[src/rtl/switch_bus_arbiter.sv]
// Round-robin arbiter driving one-hot bus switch enables with a bounded hold time.
// bus_out/bus_valid are decoded straight from the registered grant vector.
module switch_bus_arbiter #(
  parameter int unsigned N_REQ    = 4,
  parameter int unsigned WIDTH    = 8,
  parameter int unsigned MAX_HOLD = 4
) (
  input  logic                     clk,
  input  logic                     rst,
  input  logic [N_REQ-1:0]         req,
  input  logic [N_REQ*WIDTH-1:0]   data_in,
  output logic [N_REQ-1:0]         grant,
  output logic [WIDTH-1:0]         bus_out,
  output logic                     bus_valid,
  output logic [$clog2(N_REQ)-1:0] owner
);

  localparam int unsigned OW = $clog2(N_REQ);
  localparam int unsigned HW = (MAX_HOLD == 0) ? 1 : $clog2(MAX_HOLD + 1);

  typedef enum logic {IDLE, OWNED} state_t;

  state_t            state_q, state_d;
  logic [N_REQ-1:0]  grant_q, grant_d;
  logic [OW-1:0]     owner_q, owner_d;
  logic [OW-1:0]     ptr_q, ptr_d;
  logic [HW-1:0]     hold_cnt_q, hold_cnt_d;
  logic [N_REQ-1:0]  others;
  logic [OW-1:0]     nxt;

  function automatic logic [OW-1:0] inc_idx(input logic [OW-1:0] i);
    if (i == OW'(N_REQ - 1)) return '0;
    return i + OW'(1);
  endfunction

  // Scan from the far end down so the candidate closest to start wins last.
  function automatic logic [OW-1:0] pick(input logic [OW-1:0] start,
                                         input logic [N_REQ-1:0] mask);
    logic [OW-1:0] sel;
    logic [OW-1:0] res;
    int unsigned   idx;
    res = '0;
    for (int unsigned k = 0; k < N_REQ; k++) begin
      idx = (32'(start) + (N_REQ - 1 - k)) % N_REQ;
      sel = OW'(idx);
      if (mask[sel]) res = sel;
    end
    return res;
  endfunction

  function automatic logic [N_REQ-1:0] onehot(input logic [OW-1:0] i);
    return N_REQ'(1) << i;
  endfunction

  always_comb begin
    state_d    = state_q;
    grant_d    = grant_q;
    owner_d    = owner_q;
    ptr_d      = ptr_q;
    hold_cnt_d = hold_cnt_q;
    others     = req & ~onehot(owner_q);
    nxt        = '0;
    case (state_q)
      IDLE: begin
        if (|req) begin
          nxt        = pick(ptr_q, req);
          grant_d    = onehot(nxt);
          owner_d    = nxt;
          hold_cnt_d = HW'(1);
          state_d    = OWNED;
        end
      end
      OWNED: begin
        if (!req[owner_q]) begin
          ptr_d = inc_idx(owner_q);
          if (|req) begin
            nxt        = pick(inc_idx(owner_q), req);
            grant_d    = onehot(nxt);
            owner_d    = nxt;
            hold_cnt_d = HW'(1);
          end else begin
            grant_d    = '0;
            owner_d    = '0;
            hold_cnt_d = '0;
            state_d    = IDLE;
          end
        end else if ((MAX_HOLD != 0) && (hold_cnt_q == HW'(MAX_HOLD)) && (|others)) begin
          ptr_d      = inc_idx(owner_q);
          nxt        = pick(inc_idx(owner_q), others);
          grant_d    = onehot(nxt);
          owner_d    = nxt;
          hold_cnt_d = HW'(1);
        end else if (MAX_HOLD == 0) begin
          if (hold_cnt_q != '1) hold_cnt_d = hold_cnt_q + HW'(1);
        end else if (hold_cnt_q < HW'(MAX_HOLD)) begin
          hold_cnt_d = hold_cnt_q + HW'(1);
        end
      end
      default: state_d = IDLE;
    endcase
  end

  always_ff @(posedge clk or posedge rst) begin
    if (rst) begin
      state_q    <= IDLE;
      grant_q    <= '0;
      owner_q    <= '0;
      ptr_q      <= '0;
      hold_cnt_q <= '0;
    end else begin
      state_q    <= state_d;
      grant_q    <= grant_d;
      owner_q    <= owner_d;
      ptr_q      <= ptr_d;
      hold_cnt_q <= hold_cnt_d;
    end
  end

  always_comb begin
    bus_out = '0;
    for (int unsigned i = 0; i < N_REQ; i++) begin
      if (grant_q[i]) bus_out = bus_out | data_in[i*WIDTH +: WIDTH];
    end
  end

  assign grant     = grant_q;
  assign owner     = owner_q;
  assign bus_valid = |grant_q;

endmodule

[config.mk]
export PLATFORM = sky130hd
export DESIGN_NAME = switch_bus_arbiter
export DESIGN_NICKNAME = d
export VERILOG_FILES = /design/src/rtl/switch_bus_arbiter.sv
export SDC_FILE = /design/constraint.sdc
export NUM_CORES = 1
export LEC_CHECK = 0
export ABC_AREA = 1
export CORE_UTILIZATION = 30
export CTS_BUF_LIST = sky130_fd_sc_hd__clkbuf_2
export DETAILED_ROUTE_END_ITERATION = 10
export GPL_ROUTABILITY_DRIVEN = 0
export PLACE_DENSITY = 0.58
export SYNTH_ARGS = -nofsm -noshare
export SYNTH_HDL_FRONTEND = slang
export SYNTH_SLANG_ARGS = --single-unit
[constraint.sdc]
create_clock -name clk -period 2.08 [get_ports clk]
set_input_delay 0.416 -clock clk [delete_from_list [all_inputs] [get_ports clk]]
set_output_delay 0.416 -clock clk [all_outputs]
set_load 0.01 [all_outputs]
=== Word-level counts from Yosys, hierarchy flattened ===
Index checks and enable logic that the tools add are counted.

* $add $sub $neg: 11
* Reduce and logical (&&, ||, !) cells: 7
* Equality and inequality tests: 6
* Magnitude comparators: 14
* Shift-type cells: 4
* Bitwise gates (word level): 6
* Muxes and demuxes: 89
* Multipliers: 0
* Divide/modulo/power cells: 0

{| class="wikitable"
|+ Operator list
! operator !! number
|-
| 2-to-1 mux 2 bit || 35
|-
| less-than comparator 2 x 3 -> 1 bit (second input constant) || 13
|-
| 2-to-1 mux 8 bit || 4
|-
| binary-select mux 1 bit (select 2 bit) || 13
|-
| 2-to-1 mux 1 bit || 25
|-
| bitwise OR 8 bit || 3
|-
| 2-to-1 mux 4 bit || 4
|-
| left shift 1 x 2 -> 4 bit (first input constant) || 4
|-
| adder 2 bit (second input constant) || 6
|-
| 2-to-1 mux 3 bit || 4
|-
| OR reduction 4 bit || 3
|-
| adder 2 x 1 -> 2 bit (second input constant) || 4
|-
| one-hot mux 4 bit (2 select lines) || 1
|-
| one-hot mux 3 bit (2 select lines) || 1
|-
| AND reduction 2 bit || 3
|-
| AND 4 bit || 1
|-
| != test 4 x 2 -> 1 bit (second input constant) || 1
|-
| inverter 4 bit || 1
|-
| one-hot mux 2 bit (2 select lines) || 1
|-
| adder 3 x 1 -> 3 bit (second input constant) || 1
|-
| equality test 3 bit (second input constant) || 1
|-
| less-than comparator 3 bit (second input constant) || 1
|-
| != test 3 x 2 -> 1 bit (second input constant) || 1
|-
| equality test 2 bit (second input constant) || 1
|-
| 5 further kinds || 5
|}

* Bits in writable memories: 0
* Output and inout bits: 15
* Memories kept: 0
* Latch bits: 0
* Word-level logic and storage cells: 142
* Memory bits (read-only): 0
* Input port bits: 38
* Register bits: 12

=== Logic depth before layout (Yosys ltp) ===
Gate-level depths: netlist of the first run.

* Depth after elaboration: 26
* Gate-level depth with buffers: 17
* Mapped depth without buffers: 16

=== Least setup slack after synthesis of the first run ===
No wires, ideal clock.

* Path type: register to register
* From: register owner_q[0] (netlist: owner[0])
* To: register owner_q[0] (netlist: owner[0])
* Buffers on the path: 1
* Setup time: 0.131 ns
* Cell stages (with the launch flop): 18
* Slack: -0.019 ns
* Clock period less this slack: 2.099 ns
* Arrival: 1.967 ns
* Cell sequence: dfrtp_1 > inv_2 > ha_1 > buf_2 > inv_1 > nand2_1 > nand2_1 > nand2_1 > nand2_1 > inv_1 > nand2_2 > nand2_1 > nand2_2 > nand2_2 > nand2_1 > nand3_1 > nand3_1 > o21ai_0

* Cells in the longest elaborated chain, start to end: 22

{| class="wikitable"
|+ RTL lines
! item !! RTL line !! text
|-
| from (decl) || 25 || <nowiki>logic [OW-1:0] owner_q, owner_d;</nowiki>
|-
| from (signal assigned) || 113 || <nowiki>owner_q <= owner_d;</nowiki>
|-
| equality test 2 bit || 32 || <nowiki>if (i == OW'(N_REQ - 1)) return '0;</nowiki>
|-
| 2-to-1 mux 1 bit || 32 ||
|-
| 2-to-1 mux 1 bit, on equally long branches || 76, 87 ||
|-
| 2-to-1 mux 1 bit || 74 || <nowiki>if (!req[owner_q]) begin</nowiki>
|-
| 2-to-1 mux 1 bit || 63 || <nowiki>case (state_q)</nowiki>
|-
| 2-to-1 mux 2 bit || 33 || <nowiki>return i + OW'(1);</nowiki>
|-
| 2-to-1 mux 2 bit, on equally long branches || 76, 87 ||
|-
| 2-to-1 mux 2 bit || 74 ||
|-
| (+3 left out) || -- ||
|-
| 2-to-1 mux 1 bit (not written as such) || 46 || <nowiki>if (mask[sel]) res = sel;</nowiki>
|-
| 2-to-1 mux 2 bit (4 in a row) || 46 ||
|-
| 2-to-1 mux 2 bit, on equally long branches || 76, 87 ||
|-
| 2-to-1 mux 2 bit || 74 ||
|-
| 2-to-1 mux 2 bit || 63 ||
|-
| 2-to-1 mux 2 bit, on equally long branches || 76, 87 ||
|-
| 2-to-1 mux 2 bit || 74 ||
|-
| one-hot mux 2 bit (2 select lines) || 63 ||
|}

Several ways; a longest one is shown, not always the timed one. The select of a mux whose other input is x is not followed.
A chain may end at the register's enable or synchronous reset.

=== Final worst setup path of the first run ===
* From: register owner_q[0] (netlist: owner[0])
* To: register grant_q[2] (netlist: grant[2])

* Cells in the longest elaborated chain, start to end: 23

{| class="wikitable"
|+ RTL lines
! item !! RTL line !! text
|-
| equality test 2 bit || 32 ||
|-
| 2-to-1 mux 1 bit || 32 ||
|-
| 2-to-1 mux 1 bit, on equally long branches || 76, 87 ||
|-
| 2-to-1 mux 1 bit || 74 ||
|-
| 2-to-1 mux 1 bit || 63 ||
|-
| 2-to-1 mux 2 bit || 33 ||
|-
| 2-to-1 mux 2 bit, on equally long branches || 76, 87 ||
|-
| 2-to-1 mux 2 bit || 74 ||
|-
| (+4 left out) || -- ||
|-
| 2-to-1 mux 2 bit (4 in a row) || 46 ||
|-
| 2-to-1 mux 2 bit, on equally long branches || 76, 87 ||
|-
| 2-to-1 mux 2 bit || 74 ||
|-
| 2-to-1 mux 2 bit || 63 ||
|-
| left shift 1 x 2 -> 4 bit || 52 || <nowiki>return N_REQ'(1) << i;</nowiki>
|-
| 2-to-1 mux 4 bit, on equally long branches || 76, 87 ||
|-
| 2-to-1 mux 4 bit || 74 ||
|-
| one-hot mux 4 bit (2 select lines) || 63 ||
|-
| to (signal assigned) || 112 || <nowiki>grant_q <= grant_d;</nowiki>
|-
| to (decl) || 24 || <nowiki>logic [N_REQ-1:0] grant_q, grant_d;</nowiki>
|}

Several ways; a longest one is shown, not always the timed one. The select of a mux whose other input is x is not followed.

==> flow_summary_export.csv, run 1 <==
group,metric,value,unit
worst_setup_path,crit_fanout,6,
run,drv_cap,0,
worst_setup_path,required,2.29,ns
route,drcViolationCount,0,
synth,ys_seq_area_frac,0.1914,
floorplanning,initial_utilization,0.3215,
floorplanning,ioPinCount,53,
worst_setup_path,start_kind,"flip-flop",
clock_tree,cts_tree,"done",
worst_setup_path,endpoint_kind,"flip-flop",
worst_setup_path,arrival,2.25,ns
power,ir_drop,0.001218,V
sta,finalCritPeriodShare,0.9777,
global_route,grt_util_met1,0.2683,
power,power_density,1798,mW/mm2
global_route,grt_pass1_vias,1739,
floorplanning,coreArea,0.004880,mm2
sta,max_freq,0.4917,GHz
sta,rsz0062_at_grt,"yes",
sta,finalSetupViolCount,0,
global_route,antenna_found_initial,0,
synth,synth_fa_ha_area_frac,0.04785,
synth,synth_top_family_by_area,"simple AND/OR/NAND/NOR gates",
placement,portBuffers,52,
synth,synth_cell_types,29,
sta,skew,0.008632,ns
power,fin_total_pwr,4.880,mW
finish,antennaDiodeCount,0,
global_route,track_usage,0.1919,
route,ant_nets,0,
sta,finalHoldViolCount,0,
floorplanning,num_rows,25,
hold_path,hp-class,"in2async",
route,vias,2010,
synth,muxShareOfSynthArea,0,
sta,relSlewSlack,0.6806,
clock_tree,clkSlewWorstSetupHoldPaths,0.14,ns
finish,layout_commonest_cell,"nand2_1",
clock_tree,cts_sinks,12,
synth,synth_warnings,0,
sta,post-route-min-period,2.034,ns
clock_tree,cts_buffer_depth,2,
route,via_per_inst,4.696,
synth,syn_nets,314,
global_route,grt_max_degree,13,
clock_tree,clk_latency,0.28,ns
floorplanning,dieArea,0.005523,mm2
route,wire_per_inst,12.92,um
sta,finalMaxSlewViolations,0,
clock_tree,numCtsBuffers,3,
sta,worstMarginPinSlew,0.4785,ns
route,drt-initial-drc-count,107,
global_route,grt.busiest_layer,"met2",
synth,synthSimpleGateAreaFrac,0.5311,
finish,layout_common_cells,"nand2_1 (88), clkdlybuf4s50_1 (50), buf_4 (38)",
finish,filler_cell_count,501,
finish,nets,406,
global_route,use_met2,0.3202,
power,leakage,1.309,nW
floorplanning,die_x,74.32,um
finish,drive_above_1_share,0.3490,
clock_tree,cts_root_buf,"clkbuf_2",
synth,synth-xor-area-share,0,
synth,ys_seq_elements,12,
clock_tree,htreeDepth,1,
route,routed_wirelength,5529,um
synth,synth_cells,270,
global_route,grt_pass1_wl,8280,um
synth,syn_area,0.001569,mm2
synth,synth-compound-area-share,0.1300,
placement,hpwlAfterDp,4176,um
route,dr.pass1.iters,4,
sta,tns,0,ns
run_status,status,"completed",
worst_setup_path,worstSetupPathType,"reg2reg",
floorplanning,fp.dieH,74.32,um
finish,syn_to_final_growth,72.97,%
synth,syn_area_per_cell,5.811,um2
global_route,grt.overflow.total,0,
global_route,grt_use_met3,0.02575,
==> cell usage after synthesis (all sizes together) <==
master	instances	area, um2
nand2	122	505.5
a21boi	1	11.26
clkbuf	4	15.01
dfrtp	12	300.3
o21ai	19	128.9
nor3	2	10.01
o211ai	1	7.510
or4	1	7.510
nand4	11	68.82
nand3	21	130.1
a32o	1	10.01
nand3b	1	7.510
a21oi	8	40.04
o22ai	1	6.260
inv	29	111.4
buf	4	26.27
ha	6	75.07
clkinv	1	3.750
nor2	25	103.9
==> logic make-up after synthesis <==
| kind of cell | Yosys count |
|---|---|
| adder cells (fa/ha/maj) | 6 |
| AO/OA/AOI/OAI | 31 |
| flip-flops | 12 |
| buffers and inverters | 38 |
| AND/OR/NAND/NOR | 183 |
==> flip-flops by register name (all words and copies together), names as in the netlist <==
| register | flops |
|---|---|
| grant | 4 |
| hold_cnt_q | 3 |
| owner | 2 |
| ptr_q | 2 |
| state_q | 1 |
==> metal layers <==
layer	routed length, um	share of wire
met5	0	0
met3	308	0.056
met2	2633	0.48
met4	14	0.0025
met1	2572	0.47
==> stage by stage <==
stage / cell area, um2 / setup slack, ns / std cells / hold WS [ns] / utilization
2_1_floorplan: 1570 / 0.07062 / 270 / 0.2806 / -
3_3_place_gp: 2424 / -0.2647 / 418 / 0.5737 / 0.4967
3_5_place_dp: 2424 / -0.2474 / 418 / 0.5740 / 0.4967
4_1_cts: 2444 / 0.01905 / 422 / 0.4606 / 0.5008
5_1_grt: 2714 / -0.09365 / 428 / 0.4758 / 0.5562
6_report: 2714 / 0.04629 / 428 / 0.4362 / 0.5562
==> what timing repair did <==
item,CTS,global route
pin swaps,0,32
gates cloned,0,1
resized for setup,2,60
hold buffers,0,0
buffers inserted,0,5
setup endpoints to repair,2,11
==> area by class of cell <==
class | count | area, um2 | share of cell area
clock inverter | 1 | 3.754 | 0.001383
inverter | 30 | 115.1 | 0.04242
timing repair buffer | 95 | 885.9 | 0.3264
multi-input combinational | 220 | 1308 | 0.4818
clock buffer | 3 | 15.01 | 0.005533
sequential | 12 | 302.8 | 0.1116
tap | 67 | 83.83 | 0.03089
==> path summary, 6_finish.rpt <==
path                               start            end  slack (ns)  cells past startpoint
max in group asynchronous            rst       owner[0]        1.30                      2
setup / recovery                owner[0]       grant[2]        0.05                     13
hold reg to reg            hold_cnt_q[1]  hold_cnt_q[1]        0.57                      2
hold / removal                       rst       ptr_q[1]        0.44                      2
setup reg to reg                owner[0]       grant[2]        0.05                     13
min in group clk           hold_cnt_q[1]  hold_cnt_q[1]        0.57                      2
==> critical path: stages, from the launching register on <==
cell and delay, ns:
dfrtp_2 0.50, ha_4 0.20, nor2_4 0.16, buf_12 0.14
nand2_2 0.05, nand2_2 0.09, inv_2 0.04, nand2_2 0.05
nand3_2 0.08, a21boi_2 0.22, nand4_1 0.14, nand2_1 0.10
nand2_2 0.05, a21oi_2 0.13
==> power by group <==
part | switching [mW] | leakage [nW] | internal (mW)
Sequential | 0.115 | 0.142 | 0.346
Clock | 0.0867 | 0.0140 | 0.0418
Combinational | 2.37 | 1.15 | 1.92
No activity file was read; power rests on OpenSTA's default activity.
==> run 2: changes to the inputs <==
--- a/config.mk
+++ b/config.mk
@@ -10,7 +10,7 @@
 export CTS_BUF_LIST = sky130_fd_sc_hd__clkbuf_2
 export DETAILED_ROUTE_END_ITERATION = 10
 export GPL_ROUTABILITY_DRIVEN = 0
-export PLACE_DENSITY = 0.58
+export PLACE_DENSITY = 0.56
 export SYNTH_ARGS = -nofsm -noshare
 export SYNTH_HDL_FRONTEND = slang
 export SYNTH_SLANG_ARGS = --single-unit
==> constraint.sdc (replaced) <==
create_clock -name clk -period 2 [get_ports clk]
set_input_delay 0.4 -clock clk [delete_from_list [all_inputs] [get_ports clk]]
set_output_delay 0.4 -clock clk [all_outputs]
set_load 0.01 [all_outputs]
==> run 2 against run 1 <==
  * First-iteration DRC count is 54% lower
  * Final area is 2.5% lower
  * Total power down 4.0%
  * Routed wire length is 5.8% lower
  * Largest power group unchanged
==> flow_summary_export.csv, run 2 (synthesis gave the netlist of run 1 again) <==
group,metric,value,unit
route,wire_per_inst,12.05,um
power,fin_total_pwr,4.684,mW
worst_setup_path,crit_buf_inv,2,
worst_setup_path,required,1.60,ns
finish,finalCoreUtilization,0.5423,
finish,largest_reg_flops,4,
placement,place_ws,-0.2492,ns
global_route,grt_pass1_wl,8100,um
sta,max_freq,0.5119,GHz
global_route,grt.overflow.total,0,
worst_setup_path,endpoint_kind,"primary output",
global_route,track_usage,0.1863,
sta,rsz0062_at_grt,"yes",
clock_tree,cts_buffer_depth,2,
floorplanning,fp.dieH,74.32,um
worst_setup_path,crit_family,"buffers and inverters",
floorplanning,die_x,74.32,um
power,power_density,1770,mW/mm2
floorplanning,num_rows,25,
worst_setup_path,path_cells,"clkdlybuf4s50_1, nand2_1, nand4_1, clkdlybuf4s50_1",
finish,drive_above_1_share,0.3178,
clock_tree,numCtsBuffers,3,
clock_tree,clkSlewWorstSetupHoldPaths,0.12,ns
floorplanning,dieArea,0.005523,mm2
worst_setup_path,arrival,1.55,ns
clock_tree,htreeDepth,1,
worst_setup_path,worstSetupPathType,"in2out",
sta,post-route-min-period,1.954,ns
finish,regArea,302.8,um2
floorplanning,ioPinCount,53,
route,routed_wirelength,5206,um
route,ant_nets,0,
sta,skew,0.01187,ns
sta,finalSetupViolCount,0,
worst_setup_path,r2r_slack,0.07,ns
finish,layout_commonest_cell,"nand2_1",
route,vias,1988,
power,leakage,1.305,nW
clock_tree,cts_root_buf,"clkbuf_2",
route,via_per_inst,4.602,
worst_setup_path,cp_common_cell,"clkdlybuf4s50_1",
sta,worstMarginPinSlew,0.4605,ns
route,drt-initial-drc-count,49,
finish,layout_common_cells,"nand2_1 (101), clkdlybuf4s50_1 (49), buf_4 (43)",
clock_tree,cts_sinks,12,
clock_tree,clk_latency,0.27,ns
finish,syn_to_final_growth,68.66,%
hold_path,hp-class,"in2async",
worst_setup_path,r2r_cells,14,
worst_setup_path,cp_slowest_cell,"clkdlybuf4s50_1",
worst_setup_path,r2r_end,"grant[0]",
sta,setup_slack,0.04640,ns
placement,portBuffers,52,
route,dr.pass1.iters,4,
sta,finalHoldViolCount,0,
run_status,status,"completed",
route,drcViolationCount,0,
finish,multi_input_area,0.001222,mm2
global_route,antenna_found_initial,0,
worst_setup_path,crit_fanout,1,
finish,antennaDiodeCount,0,
global_route,grt_pass1_vias,1792,
sta,finalMaxSlewViolations,0,
worst_setup_path,start_kind,"input port",
sta,tns,0,ns
clock_tree,cts_tree,"done",
finish,filler_cell_count,499,
sta,relSlewSlack,0.6926,
sta,hold_slack,0.4284,ns
global_route,grt_max_degree,13,
worst_setup_path,slowest_delay,0.54,ns
floorplanning,coreArea,0.004880,mm2
finish,nets,410,
run,drv_cap,0,
floorplanning,initial_utilization,0.3215,
sta,finalCritPeriodShare,0.9768,
power,ir_drop,0.001006,V
worst_setup_path,r2r_start,"owner[0]",
placement,hpwlAfterDp,4105,um
## run 2: timing repair
| action | CTS | global route |
|---|---|---|
| endpoints found under the setup margin | 5 | 12 |
| resized for setup | 2 | 39 |
| pin swaps | 0 | 15 |
| hold buffers | 0 | 0 |
| buffers inserted | 1 | 7 |
## run 2: area by class of cell
class / instances / share of cell area
Multi-Input combinational cell: 220 / 0.4619
Tap cell: 67 / 0.03168
Sequential cell: 12 / 0.1144
Inverter: 30 / 0.04444
Timing Repair Buffer: 99 / 0.3404
Clock buffer: 3 / 0.005674
Clock inverter: 1 / 0.001418
## run 2: through the flow
stage	cell area (um2)	cells
after floorplan	1570	270
after global placement	2439	420
after detailed placement	2439	420
after CTS	2464	425
after global routing	2646	432
final	2646	432
## run 2: how the worst max path moves through the flow
| stage | from | endpoint | slack, ns | cells past startpoint |
|---|---|---|---|---|
| finish | data_in[31] | bus_out[7] | 0.05 | 4 |
| global route | owner[0] | grant[0] | -0.1 | 14 |
| CTS | owner[0] | grant[3] | 0.002 | 15 |
| detailed placement | req[3] | hold_cnt_q[1] | -0.25 | 11 |
| global placement | req[3] | hold_cnt_q[1] | -0.29 | 11 |
| floorplan | owner[0] | owner[0] | 0.04 | 17 |
## run 2: routing by layer
layer	share of wire	vias to the layer above	track usage
met4	0.0048	0	0.03145
met1	0.49	872	0.2636
li1	-	1063	-
met5	0	-	0
met3	0.056	4	0.02304
met2	0.45	49	0.3081
## run 2: power by group
part | leakage, nW | internal (mW) | total (mW) | switching (mW)
sequential | 0.142 | 0.360 | 0.475 | 0.115
clock | 0.0140 | 0.0434 | 0.124 | 0.0801
combinational | 1.15 | 1.85 | 4.09 | 2.23
total | 1.30 | 2.26 | 4.68 | 2.43
==> run 3: changes to the inputs <==
--- a/config.mk
+++ b/config.mk
@@ -6,6 +6,7 @@
 export NUM_CORES = 1
 export LEC_CHECK = 0
 export ABC_AREA = 1
+export CORE_MARGIN = 2
 export CORE_UTILIZATION = 30
 export CTS_BUF_LIST = sky130_fd_sc_hd__clkbuf_2
 export DETAILED_ROUTE_END_ITERATION = 10
@@ -14,3 +15,4 @@
 export SYNTH_ARGS = -nofsm -noshare
 export SYNTH_HDL_FRONTEND = slang
 export SYNTH_SLANG_ARGS = --single-unit
+export TNS_END_PERCENT = 30
==> run 3 against run 2 <==
  * The flow now finishes with violations (negative setup slack)
  * Via count rose by 0.60%
  * Flip-flop and latch count did not move
  * Total power rose by 3.9%
==> flow_summary_export.csv, run 3 (synthesis gave the netlist of run 1 again) <==
group,metric,value,unit
floorplanning,die_x,76.32,um
global_route,antenna_found_initial,0,
power,ir_drop,0.001216,V
route,via_per_inst,4.608,
placement,dpl-instance-area,0.002442,mm2
worst_setup_path,crit_fanout,5,
worst_setup_path,worstSetupPathType,"reg2reg",
global_route,grt.overflow.total,0,
floorplanning,initial_utilization,0.3092,
finish,nets,409,
global_route,grt_pass1_wl,8590,um
clock_tree,clk_latency,0.29,ns
sta,rsz0062_at_grt,"yes",
floorplanning,fp.dieH,76.32,um
placement,hpwlAfterDp,4222,um
clock_tree,numCtsBuffers,3,
sta,finalHoldViolCount,0,
finish,fin_area,0.002681,mm2
power,leakage,1.339,nW
worst_setup_path,cp_common_cell,"nand2_2",
clock_tree,htreeDepth,1,
clock_tree,clkSlewWorstSetupHoldPaths,0.14,ns
route,drt-initial-drc-count,125,
sta,finalMaxSlewViolations,0,
clock_tree,cts_tree,"done",
sta,hold_slack,0.4098,ns
floorplanning,num_rows,26,
finish,layout_common_cells,"nand2_1 (95), clkdlybuf4s50_1 (45), buf_4 (39)",
worst_setup_path,arrival,2.24,ns
finish,drive_above_1_share,0.3104,
placement,dp.cells,423,
run_status,violations,"negative setup slack",
hold_path,hp-class,"in2async",
sta,finalCritPeriodShare,1.013,
finish,layout_commonest_cell,"nand2_1",
floorplanning,dieArea,0.005825,mm2
placement,portBuffers,52,
route,dr.pass1.iters,4,
sta,relSlewSlack,0.6686,
route,wire_per_inst,12.33,um
sta,finalSetupViolCount,2,
floorplanning,coreArea,0.005075,mm2
sta,post-route-min-period,2.026,ns
run,drv_cap,0,
clock_tree,cts_sinks,12,
worst_setup_path,start_kind,"flip-flop",
route,ant_nets,0,
floorplanning,ioPinCount,53,
sta,skew,0.01102,ns
placement,place_ws,-0.2257,ns
sta,worstMarginPinSlew,0.4965,ns
route,routed_wirelength,5353,um
sta,setup_slack,-0.02580,ns
worst_setup_path,required,2.22,ns
finish,largest_reg_flops,4,
clock_tree,cts_buffer_depth,2,
finish,antennaDiodeCount,0,
global_route,track_usage,0.1768,
route,vias,2000,
worst_setup_path,endpoint_kind,"flip-flop",
finish,syn_to_final_growth,70.89,%
worst_setup_path,path_cells,"ha_4, nor2_4, buf_6, clkbuf_16, o21ai_4, nand2_2, nand3_2, nand2_1, nand2_1, nand2_2, nor2_4, nand2_2, nand2_2, nand2_2, a21oi_2",
worst_setup_path,cp_slowest_cell,"dfrtp_2",
route,drcViolationCount,0,
global_route,grt_pass1_vias,1809,
worst_setup_path,slowest_delay,0.45,ns
sta,max_freq,0.4936,GHz
finish,filler_cell_count,519,
finish,fin_cells,434,
run_status,status,"complete, but fails checks",
power,power_density,1816,mW/mm2
global_route,grt_max_degree,13,
clock_tree,cts_root_buf,"clkbuf_2",
==> run 3: timing repair <==
item,CTS,global route
gates resized for setup,3,43
buffers inserted,0,6
pin swaps,1,30
cloned,0,1
hold buffers,0,0
endpoints found under the hold margin,0,0
setup endpoints to repair,6,19
==> run 3: final timing paths <==
kind / from / to / depth (start not counted) / slack [ns]
min in group clk: hold_cnt_q[1] / hold_cnt_q[1] / 2 / 0.56
max reg2reg: owner[0] / grant[2] / 15 / -0.03
min reg2reg: hold_cnt_q[1] / hold_cnt_q[1] / 2 / 0.56
max in group asynchronous: rst / owner[0] / 2 / 1.23
max: owner[0] / grant[2] / 15 / -0.03
min: rst / ptr_q[1] / 2 / 0.41
==> run 3: cell type report <==
type / instances / area (um2) / area share
multi-input cells: 220 / 1229 / 0.4582
inverters: 30 / 115.1 / 0.04293
clock buffers: 3 / 15.01 / 0.005600
flip-flops and latches: 12 / 302.8 / 0.1129
repair buffers: 98 / 928.4 / 0.3462
clock inverters: 1 / 3.754 / 0.001400
well taps: 70 / 87.58 / 0.03266
==> run 3: stage by stage <==
| stage | util | setup TNS [ns] | power (mW) |
|---|---|---|---|
| 2_1_floorplan | - | 0 | 2.772 |
| 3_3_place_gp | 0.4813 | -1.676 | 4.180 |
| 3_5_place_dp | 0.4813 | -1.617 | 4.176 |
| 4_1_cts | 0.4857 | -0.01454 | 4.322 |
| 5_1_grt | 0.5284 | -1.216 | 5.393 |
| 6_report | 0.5284 | -0.04601 | 4.868 |
==> run 3: layer usage <==
layer  wire length, um  global-route usage  part of all wire  vias up
met2              2368              0.2823              0.44       48
met4                42             0.03818            0.0078        0
met3               226             0.02251             0.042        5
met5                 0                   0                 0        -
met1              2715              0.2547              0.51      893
li1                  -                   -                 -     1054
==> run 3: power by group <==
group | leakage, nW | internal, mW | switching [mW] | total (mW)
clock | 0.0140 | 0.0434 | 0.0915 | 0.135
sequential | 0.142 | 0.360 | 0.115 | 0.475
combinational | 1.18 | 1.97 | 2.29 | 4.26
total | 1.34 | 2.37 | 2.50 | 4.87
==> run 3: worst max-delay path, delay by kind of cell, from the launching register on <==
| family | cells | cell delay (ns) |
|---|---|---|
| fa+ha+maj | 1 | 0.16 |
| buf+inv | 2 | 0.25 |
| flops | 1 | 0.45 |
| compound gates | 2 | 0.35 |
| simple gates | 10 | 0.74 |
